`src/rtl/jump_pkg.sv`:
```
// Shared definitions for the jump game datapath and its controller.
//   - VEL_W       : width of velocity and distance values
//   - V_*_DEF     : default charge parameters, also used by jump and the display
//   - jump_state_e: controller state encoding, visible on jump_seq_ctrl.o_state
package jump_pkg;

  localparam int VEL_W = 11;

  localparam int V_MIN_DEF  = 32;
  localparam int V_MAX_DEF  = 255;
  localparam int V_STEP_DEF = 2;

  typedef enum logic [2:0] {
    ST_IDLE     = 3'd0,
    ST_CHARGE   = 3'd1,
    ST_LAUNCH   = 3'd2,
    ST_AIR      = 3'd3,
    ST_JUDGE    = 3'd4,
    ST_COOLDOWN = 3'd5
  } jump_state_e;

endpackage

```
`src/rtl/jump_charge_acc.sv`:
```
// Saturating charge accumulator for the launch velocity.
// Ports:
//   clk, rst : clock and synchronous active-high reset
//   clr      : force value to 0 (highest priority)
//   load     : load V_MIN
//   step_en  : add V_STEP, saturating at V_MAX
//   value    : current accumulated velocity
// V_MAX must not exceed 2**VEL_W - 1.
module jump_charge_acc
  import jump_pkg::*;
#(
  parameter int V_MIN  = V_MIN_DEF,
  parameter int V_MAX  = V_MAX_DEF,
  parameter int V_STEP = V_STEP_DEF
) (
  input  logic             clk,
  input  logic             rst,
  input  logic             clr,
  input  logic             load,
  input  logic             step_en,
  output logic [VEL_W-1:0] value
);

  // One extra bit so value + V_STEP cannot wrap before the saturation test.
  localparam int SUM_W = VEL_W + 1;

  localparam logic [SUM_W-1:0] MAX_SUM  = SUM_W'(V_MAX);
  localparam logic [VEL_W-1:0] MAX_VAL  = VEL_W'(V_MAX);
  localparam logic [VEL_W-1:0] MIN_VAL  = VEL_W'(V_MIN);
  localparam logic [SUM_W-1:0] STEP_VAL = SUM_W'(V_STEP);

  logic [SUM_W-1:0] sum;

  assign sum = {1'b0, value} + STEP_VAL;

  // NOTE: registers are written with non-blocking assignments so every flop
  // samples pre-edge values regardless of block ordering.
  always_ff @(posedge clk) begin
    if (rst) begin
      value <= '0;
    end else if (clr) begin
      value <= '0;
    end else if (load) begin
      value <= MIN_VAL;
    end else if (step_en) begin
      value <= (sum > MAX_SUM) ? MAX_VAL : sum[VEL_W-1:0];
    end
  end

endmodule

```
`src/rtl/jump_seq_ctrl.sv`:
```
// Sequencing controller for the jump physics datapath: charges a launch
// velocity while the button is held, runs one jump, judges the landing
// distance against the platform window and cools down before the next press.
// Ports:
//   clk_jump, rst          : jump tick clock, synchronous active-high reset
//   i_press                : debounced button level
//   i_jump_done/i_jump_dist: landing report from jump
//   i_target_min/max       : inclusive landing window
//   o_jump_en, o_v_init    : enable and launch velocity to jump
//   o_last_dist            : distance latched at the last real landing
//   o_land_ok/o_land_fail  : one-cycle result pulses (during JUDGE)
//   o_busy, o_state        : status for the game-state logic
module jump_seq_ctrl
  import jump_pkg::*;
#(
  parameter int V_MIN    = V_MIN_DEF,
  parameter int V_MAX    = V_MAX_DEF,
  parameter int V_STEP   = V_STEP_DEF,
  parameter int TIMEOUT  = 1023,
  parameter int COOL_CYC = 4
) (
  input  logic             clk_jump,
  input  logic             rst,
  input  logic             i_press,
  input  logic             i_jump_done,
  input  logic [VEL_W-1:0] i_jump_dist,
  input  logic [VEL_W-1:0] i_target_min,
  input  logic [VEL_W-1:0] i_target_max,
  output logic             o_jump_en,
  output logic [VEL_W-1:0] o_v_init,
  output logic [VEL_W-1:0] o_last_dist,
  output logic             o_land_ok,
  output logic             o_land_fail,
  output logic             o_busy,
  output logic [2:0]       o_state
);

  localparam int TMO_W  = $clog2(TIMEOUT + 1);
  localparam int COOL_W = $clog2(COOL_CYC + 1);

  // Counters compare against the last value so AIR lasts exactly TIMEOUT
  // cycles and COOLDOWN exactly COOL_CYC cycles.
  localparam logic [TMO_W-1:0]  TMO_LAST  = TMO_W'(TIMEOUT - 1);
  localparam logic [COOL_W-1:0] COOL_LAST = COOL_W'(COOL_CYC - 1);

  jump_state_e       state, state_next;
  logic              press_d;
  logic              press_rise;
  logic              in_window;
  logic [TMO_W-1:0]  tmo_cnt, tmo_next;
  logic [COOL_W-1:0] cool_cnt, cool_next;
  logic              jump_en_next;
  logic              land_ok_next, land_fail_next;
  logic [VEL_W-1:0]  last_dist_next;
  logic              acc_clr, acc_load, acc_step;

  assign press_rise = i_press & ~press_d;
  // An inverted window (min > max) can never contain a distance, so it
  // naturally judges every landing a fail.
  assign in_window  = (i_jump_dist >= i_target_min) && (i_jump_dist <= i_target_max);
  assign o_state    = state;

  jump_charge_acc #(
    .V_MIN  (V_MIN),
    .V_MAX  (V_MAX),
    .V_STEP (V_STEP)
  ) u_charge_acc (
    .clk     (clk_jump),
    .rst     (rst),
    .clr     (acc_clr),
    .load    (acc_load),
    .step_en (acc_step),
    .value   (o_v_init)
  );

  // NOTE: every signal assigned here gets a default first, so no path can
  // leave one unassigned and infer a latch.
  always_comb begin
    state_next     = state;
    jump_en_next   = o_jump_en;
    land_ok_next   = 1'b0;
    land_fail_next = 1'b0;
    last_dist_next = o_last_dist;
    tmo_next       = tmo_cnt;
    cool_next      = cool_cnt;
    acc_clr        = 1'b0;
    acc_load       = 1'b0;
    acc_step       = 1'b0;

    case (state)
      ST_IDLE: begin
        jump_en_next = 1'b0;
        if (press_rise) begin
          state_next = ST_CHARGE;
          acc_load   = 1'b1;
        end
      end

      ST_CHARGE: begin
        if (i_press) begin
          acc_step = 1'b1;
        end else begin
          state_next   = ST_LAUNCH;
          jump_en_next = 1'b1;
        end
      end

      // i_jump_done may still reflect the previous jump here, so it is ignored.
      ST_LAUNCH: begin
        state_next = ST_AIR;
        tmo_next   = '0;
      end

      ST_AIR: begin
        if (i_jump_done) begin
          // A real landing beats a timeout on the same edge.
          state_next     = ST_JUDGE;
          jump_en_next   = 1'b0;
          last_dist_next = i_jump_dist;
          land_ok_next   = in_window;
          land_fail_next = ~in_window;
        end else if (tmo_cnt == TMO_LAST) begin
          state_next     = ST_JUDGE;
          jump_en_next   = 1'b0;
          land_fail_next = 1'b1;
        end else begin
          tmo_next = tmo_cnt + 1'b1;
        end
      end

      ST_JUDGE: begin
        state_next = ST_COOLDOWN;
        cool_next  = '0;
      end

      // Holding jump_en low lets jump re-initialise; presses are ignored and
      // press_d keeps tracking, so a press held through here needs a fresh edge.
      ST_COOLDOWN: begin
        jump_en_next = 1'b0;
        if (cool_cnt == COOL_LAST) begin
          state_next = ST_IDLE;
          acc_clr    = 1'b1;
        end else begin
          cool_next = cool_cnt + 1'b1;
        end
      end

      default: begin
        state_next   = ST_IDLE;
        jump_en_next = 1'b0;
        acc_clr      = 1'b1;
      end
    endcase
  end

  always_ff @(posedge clk_jump) begin
    if (rst) begin
      state       <= ST_IDLE;
      press_d     <= 1'b0;
      tmo_cnt     <= '0;
      cool_cnt    <= '0;
      o_jump_en   <= 1'b0;
      o_last_dist <= '0;
      o_land_ok   <= 1'b0;
      o_land_fail <= 1'b0;
      o_busy      <= 1'b0;
    end else begin
      state       <= state_next;
      press_d     <= i_press;
      tmo_cnt     <= tmo_next;
      cool_cnt    <= cool_next;
      o_jump_en   <= jump_en_next;
      o_last_dist <= last_dist_next;
      o_land_ok   <= land_ok_next;
      o_land_fail <= land_fail_next;
      o_busy      <= (state_next != ST_IDLE);
    end
  end

endmodule
```
`config.mk`:
```
export PLATFORM = sky130hd
export DESIGN_NAME = jump_seq_ctrl
export DESIGN_NICKNAME = d
export VERILOG_FILES = /design/src/rtl/jump_pkg.sv /design/src/rtl/jump_charge_acc.sv /design/src/rtl/jump_seq_ctrl.sv
export SDC_FILE = /design/constraint.sdc
export NUM_CORES = 1
export LEC_CHECK = 0
export ABC_AREA = 1
export CAP_MARGIN = 20
export CORE_MARGIN = 10
export CORE_UTILIZATION = 40
export DETAILED_ROUTE_END_ITERATION = 10
export GPL_TIMING_DRIVEN = 0
export MAX_ROUTING_LAYER = met4
export PLACE_DENSITY = 0.72
export SLEW_MARGIN = 0
export SYNTH_ARGS = -nofsm -noshare
export SYNTH_HDL_FRONTEND = slang
export SYNTH_SLANG_ARGS = --single-unit
```
`constraint.sdc`:
```
create_clock -name clk_jump -period 2 [get_ports clk_jump]
set_input_delay 0.4 -clock clk_jump [delete_from_list [all_inputs] [get_ports clk_jump]]
set_output_delay 0.4 -clock clk_jump [all_outputs]
set_load 0.02 [all_outputs]
```
* Yosys cells after proc, flatten, opt, wreduce, memory -nomap -nowiden *
Cells that the tools add are included.

word-level totals
  logic and storage cells = 77
  bits of input ports = 37
  output and inout port bits = 29
  flip-flop bits (word level) = 43

operators by class
  mux-type cells = 26
  eq/ne operators = 12
  magnitude comparators = 3
  reductions and logical operators = 16
  add/subtract/negate cells = 3
  bitwise operators = 6

operators by type and width
  operator                                              number
  2-to-1 mux 10 bit                                     2
  one-hot mux 10 bit (2 select lines)                   1
  2-to-1 mux 3 bit                                      6
  one-hot mux 3 bit (6 select lines)                    1
  adder 11 x 2 -> 12 bit (second input constant)        1
  > comparator 12 x 8 -> 1 bit (second input constant)  1
  2-to-1 mux 6 bit                                      2
  >= comparator 11 bit                                  1
  <= comparator 11 bit                                  1
  2-to-1 mux 11 bit                                     1
  adder 10 x 1 -> 10 bit (second input constant)        1
  == test 10 bit (second input constant)                1
  2-to-1 mux 1 bit                                      10
  == test 3 x 2 -> 1 bit (second input constant)        3
  != test 2 bit (second input constant)                 4
  == test 3 bit (second input constant)                 2
  one-hot mux 3 bit (2 select lines)                    1
  AND reduction 3 bit                                   2
  nonzero test 2 bit                                    3
  OR reduction 2 bit                                    3
  OR reduction 3 bit                                    2
  NOT 1 bit                                             5
  OR reduction 5 bit                                    1
  AND reduction 2 bit                                   2
  other kinds (9)                                       9

* Logic depth before layout (Yosys ltp) *
Gate-level depths: netlist of run 1.

  depth after elaboration = 5
  depth in mapped cells = 13
  depth with buffers taken out = 13

* By module *
Synthesis of run 1 repeated with hierarchy kept, for this count alone.

unflattened totals
  cells, all modules = 388
  area, all modules = 2628.8 um^2

by module, submodules not included
  module           cells an instance  sequential area each (um^2)  instances  area an instance (um^2)
  jump_seq_ctrl    317                640.6                        1          2099.5
  jump_charge_acc  71                 220.2                        1          529.3

* Worst setup path after synthesis of run 1 *
No wires, ideal clock.

  path kind = register to register
  start point = register u_charge_acc.value[1]
  end point = register u_charge_acc.value[0]
  cell stages (with the launch flop) = 10
  path slack = 0.491 ns
  arrival time = 1.438 ns
  required time = 1.929 ns
  path through = dfxtp_1 > ha_1 > nand2_1 > nor2_1 > inv_1 > nand3_1 > nand2_1 > nand3_1 > nand2_1 > a21oi_1

between the ends
  word-level cells in the longest chain between the ends = 3

ends and longest elaborated chain
  item                          line                   text
  start: declaration            jump_charge_acc.sv:21  output logic [VEL_W-1:0] value
  start signal: assignment      jump_charge_acc.sv:46  value <= (sum > MAX_SUM) ? MAX_VAL : sum[VEL_W-1:0];
  adder 11 x 2 -> 12 bit        jump_charge_acc.sv:34  assign sum = {1'b0, value} + STEP_VAL;
  > comparator 12 x 8 -> 1 bit  jump_charge_acc.sv:46
  2-to-1 mux 11 bit             jump_charge_acc.sv:46

Every way passes these cells.
A chain may end at the register's enable or synchronous reset.

* Worst setup path in the final report of run 1 *
  start point = register state[0] (netlist: o_state[0])
  end point = output port o_state[0]

RTL lines
  item                      line                  text
  start: declaration        jump_seq_ctrl.sv:46   jump_state_e state, state_next;
  start signal: assignment  jump_seq_ctrl.sv:168  state <= state_next;
  end: declaration          jump_seq_ctrl.sv:35   output logic [2:0] o_state

No word-level cell between the ends.

==> results of run 1 <==
==> worst register-to-register path: stages, from the launching register on <==
cell and delay (ns):
dfxtp_1 0.33, ha_1 0.20, ha_1 0.19, a211oi_1 0.42, inv_1 0.19, nand2_1 0.13
nor2_1 0.06, nor2_1 0.08
==> state kept, by name, summed over array words and instances, names as in the netlist <==
register,cells
cool_cnt,3
o_busy,1
o_jump_en,1
o_land_fail,1
o_land_ok,1
o_last_dist,11
o_state,3
press_d,1
tmo_cnt,10
u_charge_acc.value,11
==> power by group <==
part / internal [mW] / switching [mW]
Clock: 0.404 / 0.297
Sequential: 0.878 / 0.0216
Combinational: 0.199 / 0.224
==> synth_stat cells, types with 2 or more instances <==
cell and number:
or2_2 2, nand3_4 2, buf_4 2, xnor2_1 3, a211oi_1 2, a21oi_2 8
a21oi_1 32, nand3_2 2, nor2_1 40, clkbuf_1 2, xor2_1 4, nor2_2 2
o21ai_0 6, nand2_2 7, ha_1 27, nand4_1 4, dfxtp_1 43, inv_2 2
nand3_1 17, nor3_1 4, nand2_1 101, o21bai_1 2, inv_1 58
==> layout make-up <==
type                    count  area (µm²)  area share, %
inverters                  61         234           6.58
well taps                  77        96.3           2.71
clock buffers               6        82.6           2.32
repair buffers             65         651           18.3
flip-flops and latches     43         861           24.2
multi-input cells         272        1540           43.2
plain buffers               8        62.6           1.76
clock inverters             2        35.0          0.985
==> how the worst max path moves through the flow <==
stage                            endpoint  slack [ns]  cells after the start
global route                   o_state[0]        0.06                      1
finish                         o_state[0]        0.11                      1
detailed placement              o_land_ok       -0.08                     10
floorplan           u_charge_acc.value[0]        0.49                      9
global placement                o_land_ok       -0.05                     10
CTS                            o_state[0]         0.1                      1
==> cell families (layout without fill, tap and decap cells) <==
group / count (synthesis) / in the layout / synth area share [%]
AOI/OAI and AO/OA: 54 / 54 / 11.8
xor gates and xnor gates: 8 / 8 / 2.88
adders and majority gates: 27 / 27 / 12.5
buffers and inverters: 69 / 142 / 11.0
DFF: 43 / 43 / 32.0
and+or+nand+nor: 183 / 183 / 29.8
==> metrics by stage <==
step | cell area, µm² | utilization [%] | std cells | worst slack (ns)
2_1_floorplan | 2690 | - | 384 | 0.491
3_3_place_gp | 3440 | 53.3 | 526 | -0.0497
3_5_place_dp | 3440 | 53.3 | 526 | -0.0839
4_1_cts | 3560 | 55.1 | 534 | 0.0986
5_1_grt | 3560 | 55.1 | 534 | 0.0566
6_report | 3560 | 55.1 | 534 | 0.106
==> layer usage <==
| metal | routed length, µm | global-route usage (%) | up-vias |
|---|---|---|---|
| met4 | 82 | 4.12 | 0 |
| met5 | 0 | - | - |
| li1 | - | - | 1356 |
| met3 | 398 | 3.78 | 6 |
| met2 | 2980 | 22.3 | 61 |
| met1 | 2860 | 14.4 | 1146 |
==> results.yml, run 1 <==
detailed_routing:
  viasPerCell: 4.81
  drtIter0Drc: 63
  first_pass_iters: 4
  drt-total-wl_mm: 6.32
  final_antenna_net_count: 0
  num_vias: 2569
  wl_per_cell_um: 11.8
  drc_errors: 0
setup_path:
  crit_family: "buffers and inverters"
  critPathKind: "flip-flop to output port"
  cp.required_ns: 1.60
  cp_slowest_stage_delay_ns: 0.68
  reg2reg_depth: 7
  r2r_start: "cool_cnt[0]"
  cp_slowest_cell: "clkdlybuf4s50_1"
  r2r-end: "o_busy"
  critPathCaptureType: "output port"
  startpoint_type: "flip-flop"
  cp_max_fo: 8
  crit_path_cell_trace: "clkdlybuf4s50_1"
  startpoint: "o_state[0]"
  path_buf_inv: 1
  regToRegSetupSlack_ns: 0.34
  cp.arrival_ns: 1.49
yosys:
  yosysSeqAreaShare_pct: 32.0
  synth_top_area_cell: "dfxtp_1"
  yosysWarnings: 0
  avgSynthCellArea_um2: 7.02
  synth-edff-count: 0
  synth_area_leaders: "dfxtp_1 (32%), nand2_1 (14%), ha_1 (13%)"
  synth.distinct_cells: 35
  netlist.area_leader.share_pct: 32.0
  synth_ff_type: "dfxtp_1"
  syn_area_um2: 2690
  synth_fp_nets: 448
  synth-seq-cells: 43
  synth_cells: 384
  synthArstFlopShare_pct: 0
sta:
  setup_tns_ns: 0
  holdWs_ns: 0.450
  rsz0062_at_grt: "no"
  slew_headroom_pct: 59.5
  final_max_slew_viol_count: 0
  finalCriticalPeriod_ns: 1.89
  fmax_mhz: 528
  fin_crit_sh_pct: 94.7
  setup_viol: 0
  skew_ns: 0.00901
  worst_pin_slew_ns: 0.607
  hold_viol_final: 0
floorplanning:
  die_w_um: 102
  core-area_um2: 6460
  ioPinCount: 66
  start_util_pct: 41.7
  die_h_um: 102
  die_area_um2: 10400
  num_rows: 29
pwr:
  leakagePower_nw: 1.60
  finalPower_mw: 2.02
  p_per_area_nw_per_um2: 569
  peakVddDrop_mv: 0.243
place:
  portBuffers: 65
  hpwl_mm: 5.16
  gp_congestion: 0.868
layout:
  drive_gt1_share_pct: 9.19
  layout_common_cells: "nand2_1 (101), clkdlybuf4s50_1 (65), inv_1 (58), dfxtp_1 (43), nor2_1 (40)"
  fill_cells: 629
  final_common_cell: "nand2_1"
  nNetsFinal: 520
  n_antenna_cell: 0
  area_growth_syn_to_layout_pct: 32.1
clock_tree:
  cts_setup_buffers: 0
  htreeDepth: 2
  clk_pin_slew_ns: 0.08
  cts.sinks: 43
  cts_tree: "yes"
  clockRootBuffer: "clkbuf_8"
  ctsResizeCount: 0
  holdBufCountCts: 0
  clkLatencyLatePin_ns: 0.30
  cts_buffers: 5
  clock_path_buffers: 2
grt:
  grt_max_degree: 14
  grt_pass1_vias: 2489
  grt_usage_pct: 13.1
  grt_first_pass_wirelength_mm: 10.9
  overflow: 0
  grt_antenna_before_repair: 0
run:
  drv_cap: 0
hold_path:
  holdCritPathClass: "flip-flop to flip-flop"
  min-delay-start: "u_charge_acc.value[0]"
  hold_end: "u_charge_acc.value[0]"
  hold_depth: 2
run_status:
  status: "finished clean"
(Power assumes the default switching activity.)
==> run 2, diff against run 1 <==
--- a/config.mk
+++ b/config.mk
@@ -7,12 +7,13 @@
 export LEC_CHECK = 0
 export ABC_AREA = 1
 export CAP_MARGIN = 20
-export CORE_MARGIN = 10
+export CORE_MARGIN = 2
 export CORE_UTILIZATION = 40
 export DETAILED_ROUTE_END_ITERATION = 10
 export GPL_TIMING_DRIVEN = 0
 export MAX_ROUTING_LAYER = met4
 export PLACE_DENSITY = 0.72
+export REMOVE_ABC_BUFFERS = 1
 export SLEW_MARGIN = 0
 export SYNTH_ARGS = -nofsm -noshare
 export SYNTH_HDL_FRONTEND = slang
==> constraint.sdc (replaced) <==
create_clock -name clk_jump -period 1.9 [get_ports clk_jump]
set_input_delay 0.38 -clock clk_jump [delete_from_list [all_inputs] [get_ports clk_jump]]
set_output_delay 0.38 -clock clk_jump [all_outputs]
set_load 0.02 [all_outputs]
==> run 2 against run 1 <==
Effect of this change:
- cell count down 1.7%
- count of clock-buffer cells in the layout shrank 1
- clock skew is 0.0014 ns lower
- flip-flop and latch count unchanged
- non-clock buffer count down 7
==> results.yml, run 2 (same netlist as run 1, synthesis figures left out) <==
sta:
  slew_headroom_pct: 54.2
  fmax_mhz: 563
  skew_ns: 0.00759
  finalCriticalPeriod_ns: 1.78
  fin_crit_sh_pct: 93.5
  setup_ws_ns: 0.124
  worst_pin_slew_ns: 0.687
  rsz0062_at_grt: "no"
  hold_viol_final: 0
  setup_viol: 0
  final_max_slew_viol_count: 0
detailed_routing:
  final_antenna_net_count: 0
  drt-total-wl_mm: 5.70
  drc_errors: 0
  first_pass_iters: 4
  num_vias: 2510
  viasPerCell: 4.78
  drtIter0Drc: 64
  wl_per_cell_um: 10.9
layout:
  stdcell_count: 525
  multi_input_area_um2: 1540
  fill_cells: 630
  nNetsFinal: 513
  final_common_cell: "nand2_1"
  n_antenna_cell: 0
  reg_top3: "o_last_dist: 11 flops, u_charge_acc.value: 11 flops, tmo_cnt: 10 flops"
  layout_common_cells: "nand2_1 (101), clkdlybuf4s50_1 (64), inv_1 (58), nor2_1 (40), dfxtp_1 (40)"
  area_growth_syn_to_layout_pct: 29.6
  seq_area_um2: 865
  drive_gt1_share_pct: 8.71
  final_area_um2: 3490
clock_tree:
  htreeDepth: 2
  cts_buffers: 5
  clk_pin_slew_ns: 0.08
  clock_path_buffers: 2
  cts_tree: "yes"
  clockRootBuffer: "clkbuf_8"
  cts.sinks: 43
  cts_setup_buffers: 0
  clkLatencyLatePin_ns: 0.29
setup_path:
  cp.required_ns: 1.52
  crit_family: "buffers and inverters"
  cp_slowest_stage_delay_ns: 0.65
  critPathCaptureType: "output port"
  crit_path_cell_trace: "clkdlybuf4s50_1"
  cp.arrival_ns: 1.40
  r2r_start: "o_state[2]"
  startpoint_type: "flip-flop"
  cp_max_fo: 10
  path_buf_inv: 1
  cp_slowest_cell: "clkdlybuf4s50_1"
  startpoint: "o_state[1]"
  critPathKind: "flip-flop to output port"
floorplanning:
  die_w_um: 86.1
  die_h_um: 86.1
  num_rows: 29
  core-area_um2: 6420
  die_area_um2: 7410
  ioPinCount: 66
  start_util_pct: 41.9
place:
  placed_area_um2: 3410
  dp.cells: 519
  portBuffers: 65
  hpwl_mm: 4.57
  gp_congestion: 0.889
  pre_cts_slack_ns: -0.313
run_status:
  status: "finished clean"
pwr:
  peakVddDrop_mv: 0.254
  finalPower_mw: 1.92
  p_per_area_nw_per_um2: 551
  leakagePower_nw: 1.56
hold_path:
  holdCritPathClass: "flip-flop to flip-flop"
  min-delay-start: "u_charge_acc.value[9]"
grt:
  grt_max_degree: 18
  grt_pass1_vias: 2387
  grt_first_pass_wirelength_mm: 9.85
  overflow: 0
  grt_usage_pct: 16.7
  grt_antenna_before_repair: 0
run:
  drv_cap: 0
run 2: cell types whose count changed in the layout (fill, tap and decap cells not counted), sizes merged:
cell           change
clkinvlp           +1
clkdlybuf4s50      -1
bufinv             -1
buf                -5
clkbuf             -3
clkinv             -1
dlygate4sd2        +1
run 2: layer usage:
layer / share of wire (%) / wire [µm] / global-route usage, %
met5: 0 / 0 / -
met2: 46 / 2640 / 28.0
met1: 46 / 2620 / 19.0
met4: 1.2 / 71 / 5.34
met3: 6.4 / 367 / 4.91
run 2: final timing paths:
kind,end,slack (ns),cells after the start
setup / recovery,o_state[1],0.12,1
hold / removal,u_charge_acc.value[9],0.45,2
setup reg to reg,tmo_cnt[9],0.21,9
hold reg to reg,u_charge_acc.value[9],0.45,2
run 2: stage by stage:
step	hold slack, ns	util (%)	setup TNS (ns)
2_1_floorplan	0.442	-	0
3_3_place_gp	0.442	52.6	-9.60
3_5_place_dp	0.444	53.0	-2.48
4_1_cts	0.458	54.2	0
5_1_grt	0.479	54.4	0
6_report	0.455	54.4	0
run 2: timing repair:
item                       in CTS  in global routing
hold buffers                    0                  0
setup endpoints to repair       3                  8
gates resized for setup         2                  4
run 2: final cells by class:
| class | instances | area share, % |
|---|---|---|
| inverter | 61 | 6.77 |
| clock buffer | 5 | 1.97 |
| multi-input combinational | 272 | 44.1 |
| sequential | 43 | 24.8 |
| tap | 77 | 2.76 |
| clock inverter | 1 | 0.215 |
| timing repair buffer | 66 | 19.4 |
run 2: where the power goes:
group          total (mW)  internal (mW)  switching, mW  leakage, nW
Sequential          0.953          0.925         0.0277        0.349
Combinational       0.421          0.196          0.225         1.18
Clock               0.549          0.244          0.305       0.0361
